$ cat src/rtl/hyperbus_trans_scheduler.sv
// hyperbus_trans_scheduler: arbitrates two requesters and splits each request into PHY bursts.
// Ports:
//   clk_i, rst_ni                 clock, asynchronous active-low reset
//   req_valid_i/req_ready_o       per-requester handshake (ready pulses only in the grant cycle)
//   req_addr_i/req_len_i          byte address and length in 16-bit words
//   req_write_i/req_addr_space_i  write flag and register-space flag
//   req_done_o                    one-cycle completion pulse per requester
//   trans_*                       PHY transaction handshake and fields
//   beat_i                        one pulse per completed 16-bit word on the PHY
module hyperbus_trans_scheduler #(
    parameter int BURST_WIDTH = 12,
    parameter int NR_CS       = 2,
    parameter int MAX_BURST   = 256,
    parameter int CS_ADDR_LSB = 24
) (
    input  logic                   clk_i,
    input  logic                   rst_ni,
    input  logic [1:0]             req_valid_i,
    output logic [1:0]             req_ready_o,
    input  logic [1:0][31:0]       req_addr_i,
    input  logic [1:0][15:0]       req_len_i,
    input  logic [1:0]             req_write_i,
    input  logic [1:0]             req_addr_space_i,
    output logic [1:0]             req_done_o,
    output logic                   trans_valid_o,
    input  logic                   trans_ready_i,
    output logic [31:0]            trans_address_o,
    output logic [NR_CS-1:0]       trans_cs_o,
    output logic                   trans_write_o,
    output logic [BURST_WIDTH-1:0] trans_burst_o,
    output logic                   trans_address_space_o,
    input  logic                   beat_i
);
    localparam int CSW = (NR_CS > 1) ? $clog2(NR_CS) : 1;

    typedef enum logic [1:0] {IDLE, ISSUE, DATA, DONE} state_e;

    state_e                 state_q, state_d;
    logic                   gnt_q, gnt_d;
    logic                   prio_q, prio_d;
    logic                   write_q, write_d;
    logic                   space_q, space_d;
    logic [31:0]            addr_q, addr_d;
    logic [15:0]            rem_q, rem_d;
    logic [BURST_WIDTH-1:0] cnt_q, cnt_d;
    logic                   sel;
    logic [BURST_WIDTH-1:0] burst;
    logic [BURST_WIDTH-1:0] cnt_inc;
    logic [15:0]            rem_sub;

    // prio_q holds the requester that wins a tie; the other one is taken only when it alone is valid
    assign sel     = req_valid_i[prio_q] ? prio_q : ~prio_q;
    // register-space accesses are always a single one-word transaction
    assign burst   = space_q ? BURST_WIDTH'(1)
                   : (rem_q < 16'(MAX_BURST) ? BURST_WIDTH'(rem_q) : BURST_WIDTH'(MAX_BURST));
    assign cnt_inc = cnt_q + BURST_WIDTH'(1);
    assign rem_sub = space_q ? '0 : rem_q - 16'(burst);

    always_comb begin
        state_d     = state_q;
        gnt_d       = gnt_q;
        prio_d      = prio_q;
        write_d     = write_q;
        space_d     = space_q;
        addr_d      = addr_q;
        rem_d       = rem_q;
        cnt_d       = cnt_q;
        req_ready_o = '0;
        req_done_o  = '0;
        unique case (state_q)
            IDLE: begin
                // rst_ni gates the grant so no ready appears while reset is held
                if (rst_ni && |req_valid_i) begin
                    req_ready_o[sel] = 1'b1;
                    gnt_d            = sel;
                    addr_d           = req_addr_i[sel];
                    rem_d            = req_len_i[sel];
                    write_d          = req_write_i[sel];
                    space_d          = req_addr_space_i[sel];
                    cnt_d            = '0;
                    state_d          = (req_len_i[sel] == '0) ? DONE : ISSUE;
                end
            end
            ISSUE: begin
                if (trans_ready_i) begin
                    cnt_d   = '0;
                    state_d = DATA;
                end
            end
            DATA: begin
                if (beat_i) begin
                    cnt_d = cnt_inc;
                    if (cnt_inc == burst) begin
                        cnt_d   = '0;
                        rem_d   = rem_sub;
                        addr_d  = addr_q + (32'(burst) << 1);
                        state_d = (rem_sub != '0) ? ISSUE : DONE;
                    end
                end
            end
            DONE: begin
                req_done_o[gnt_q] = 1'b1;
                prio_d            = ~gnt_q;
                state_d           = IDLE;
            end
            default: state_d = IDLE;
        endcase
    end

    always_ff @(posedge clk_i or negedge rst_ni) begin
        if (!rst_ni) begin
            state_q <= IDLE;
            gnt_q   <= 1'b0;
            prio_q  <= 1'b0;
            write_q <= 1'b0;
            space_q <= 1'b0;
            addr_q  <= '0;
            rem_q   <= '0;
            cnt_q   <= '0;
        end else begin
            state_q <= state_d;
            gnt_q   <= gnt_d;
            prio_q  <= prio_d;
            write_q <= write_d;
            space_q <= space_d;
            addr_q  <= addr_d;
            rem_q   <= rem_d;
            cnt_q   <= cnt_d;
        end
    end

    // transaction fields are forced to zero outside ISSUE so idle and reset present a clean bus
    assign trans_valid_o         = (state_q == ISSUE);
    assign trans_address_o       = trans_valid_o ? addr_q : '0;
    assign trans_cs_o            = trans_valid_o ? (NR_CS'(1) << addr_q[CS_ADDR_LSB +: CSW]) : '0;
    assign trans_write_o         = trans_valid_o & write_q;
    assign trans_burst_o         = trans_valid_o ? burst : '0;
    assign trans_address_space_o = trans_valid_o & space_q;
endmodule
$ cat config.mk
export PLATFORM = sky130hd
export DESIGN_NAME = hyperbus_trans_scheduler
export DESIGN_NICKNAME = d
export VERILOG_FILES = /design/src/rtl/hyperbus_trans_scheduler.sv
export SDC_FILE = /design/constraint.sdc
export NUM_CORES = 1
export LEC_CHECK = 0
export CAP_MARGIN = 10
export CORE_ASPECT_RATIO = 1.5
export CORE_UTILIZATION = 55
export CTS_BUF_LIST = sky130_fd_sc_hd__clkbuf_8
export CTS_CLUSTER_DIAMETER = 80
export DETAILED_ROUTE_END_ITERATION = 8
export PLACE_DENSITY = 0.89
export SLEW_MARGIN = 15
export SYNTH_ARGS = -nofsm -noshare
export SYNTH_HDL_FRONTEND = slang
export SYNTH_SLANG_ARGS = --single-unit
$ cat constraint.sdc
create_clock -name clk_i -period 8.45 [get_ports clk_i]
set_input_delay 1.69 -clock clk_i [delete_from_list [all_inputs] [get_ports clk_i]]
set_output_delay 1.69 -clock clk_i [all_outputs]
set_load 0.1 [all_outputs]
==> flow_summary.json <==
{
  "status": "finished clean",
  "clk_path_buf_depth": 2,
  "synthArstFlopShare": 1.000,
  "place_inst": 1042,
  "dieArea_um2": 11280,
  "max_slew_margin": 0.2678,
  "seq_area_um2": 1652,
  "netlist_area_um2": 5966,
  "finish.net_count": 1043,
  "dpl_cell_area_um2": 7567,
  "grt_pass1_wl_mm": 31.95,
  "grt_max_degree": 67,
  "grt.overflow.total": 0,
  "ys.warnings.count": 0,
  "syn2layout_area_growth_pct": 29.95,
  "gp_congestion": 0.9767,
  "core_area_um2": 10590,
  "crit_required_ns": 6.76,
  "cts_num_sinks": 66,
  "io_pins": 159,
  "insertion_delay_ns": 0.36,
  "synthFlopType": "dfrtp_1",
  "antenna_found_initial": 0,
  "numPortBuffers": 155,
  "maxCapViolations": 0,
  "wl_mm": 19.88,
  "setup_viol": 0,
  "cts_setup_buffers": 0,
  "p_per_area_nw_per_um2": 364.7,
  "wl_per_cell_um": 18.80,
  "ant_nets": 0,
  "finalSetupTns_ns": 0,
  "dpl.hpwl_mm": 15.05,
  "hold_viol": 0,
  "rows": 46,
  "synth.area.top_cells": "dfrtp_1 (28%), nand2_1 (7.9%), ha_1 (5.5%)",
  "holdWs_ns": 0.5034,
  "grt_pass1_vias": 6625,
  "period_share": 0.7340,
  "rrSetupSlack_ns": 3.82,
  "multi_input_area_um2": 4054,
  "synth_top_cell_area_share": 0.2768,
  "num_vias": 6686,
  "cp_max_fo": 16,
  "syn_area_per_cell_um2": 7.668,
  "final_cells": 1057,
  "postCtsHoldBufs": 0,
  "n_antenna_cell": 0,
  "postSynthCellCount": 778,
  "yosysTopAreaCell": "dfrtp_1",
  "leakage_nw": 3.333,
  "post_drt_via_cell_ratio": 6.325,
  "drcViolationCount": 0,
  "clockRootBuffer": "clkbuf_8",
  "cts_buffers": 9,
  "rsz0062_at_grt": "no",
  "fin_area_um2": 7752,
  "htreeDepth": 3,
  "endpoint_kind": "output pin",
  "slew_viol_final": 0,
  "yosys.cell_types.count": 73,
  "first_pass_iters": 5,
  "ys_seq_area_frac": 0.2768,
  "startpoint_type": "input port",
  "tightest_slew_ns": 1.092,
  "drive_gt1_frac": 0.04162,
  "fin_total_pwr_mw": 2.828,
  "grt_usage": 0.3657,
  "skew_ns": 0.01315,
  "critPathKind": "input port to output pin",
  "hold_class": "flip-flop to flip-flop",
  "drt_iter0_drc": 623,
  "synth-seq-cells": 66,
  "cts.repair.resized": 0,
  "clk_pin_slew_ns": 0.07,
  "cp_data_arrival_time_ns": 4.51,
  "synth-edff-count": 0,
  "cts_tree": "yes",
  "fillers": 849,
  "finalCriticalPeriod_ns": 6.202,
  "die_h_um": 129.6,
  "initial_core_util": 0.5633,
  "ir_drop_mv": 0.2738,
  "max_freq_mhz": 161.2,
  "fp.dieW_um": 87.04
}
==> Yosys cell counts, drive strengths merged (4+ instances only) <==
cell / number
inv: 24
a211oi: 5
and4: 4
nor4: 15
nand2: 125
o311a: 4
buf: 19
o21a: 12
o221ai: 5
o31ai: 7
nor3: 17
o22ai: 7
ha: 26
o211ai: 5
a32o: 4
nand2b: 10
a21oi: 49
or3: 4
or2: 5
clkbuf: 29
nand3: 22
xnor2: 14
dfrtp: 66
and2: 35
xor2: 12
or4: 7
o32a: 4
a21o: 17
nand4: 11
mux2i: 20
and3: 13
a31oi: 13
nor2b: 7
nor2: 64
o21ai: 49
==> layout by cell type, fill, tap and decap left out, types with 6 or more instances in the layout <==
cell type and n:
a21o_1 17, clkbuf_8 10, conb_1 9, mux2i_1 19, inv_1 23, nand3_1 22, nand4_1 11, o22ai_1 7
xor2_1 12, clkdlybuf4s50_1 154, xnor2_1 14, nand2_1 125, nor2b_1 6, buf_4 6, ha_1 26, nor2_1 64
o21ai_0 41, and3_1 13, a21oi_1 48, o21ai_1 8, nor4_1 14, or4_1 6, and2_1 35, nor3_1 15
dfrtp_1 66, nand2b_1 10, a31oi_1 13, o21a_1 12, o31ai_1 7
==> logic make-up (layout without fill, tap and decap cells) <==
| group | after synthesis | after routing | synth area share |
|---|---|---|---|
| DFF | 66 | 66 | 0.2768 |
| adders and majority gates | 28 | 28 | 0.06124 |
| muxes | 21 | 21 | 0.03544 |
| and+or+nand+nor | 347 | 347 | 0.2871 |
| xor gates and xnor gates | 29 | 29 | 0.04950 |
| other | 2 | 9 | 0.001259 |
| AOI/OAI and AO/OA | 213 | 213 | 0.2364 |
| buffers and inverters | 72 | 200 | 0.05222 |
==> per-layer routing <==
| layer | global-route usage | routed length, µm |
|---|---|---|
| met5 | 0 | 0 |
| met4 | 0.2186 | 956 |
| met3 | 0.07197 | 1329 |
| met2 | 0.6457 | 10290 |
| met1 | 0.4009 | 7302 |
==> final cells by class <==
cell class	count	share of cell area
multi-input cells	647	0.5229
flip-flops and latches	66	0.2130
repair buffers	161	0.2053
well taps	144	0.02324
clock buffers	10	0.01775
inverters	24	0.01162
clock inverters	5	0.006133
==> critical path, stage by stage <==
cell             delay, ns
clkdlybuf4s50_1       0.54
o21ai_0               0.22
or3_1                 0.64
nor2_1                0.25
clkdlybuf4s50_1       1.17
==> sequential cells by signal, summed over array words and instances, names as in the netlist <==
signal   cells
addr_q      32
state_q      2
gnt_q        1
cnt_q       12
rem_q       16
prio_q       1
write_q      1
space_q      1
==> power breakdown <==
group	internal [mW]	total (mW)	switching [mW]
Clock	0.140	0.266	0.126
Sequential	0.444	0.620	0.175
Combinational	0.630	1.94	1.31
==> through the flow <==
step                        util  setup WS [ns]
after floorplan                -          2.629
after detailed placement  0.7146          2.285
after global placement    0.7146          2.311
after CTS                 0.7320          2.258
after global routing      0.7320          2.101
final                     0.7320          2.248
==> final timing paths <==
path                       cells past startpoint             end      startpoint
max                                            5  req_ready_o[1]  req_valid_i[1]
min                                            1           gnt_q           gnt_q
max reg2reg                                   14      addr_q[31]       rem_q[12]
min reg2reg                                    1           gnt_q           gnt_q
max in group asynchronous                      2       addr_q[4]          rst_ni
min in group asynchronous                      2        rem_q[6]          rst_ni
Power figures use the tool's default switching activity.
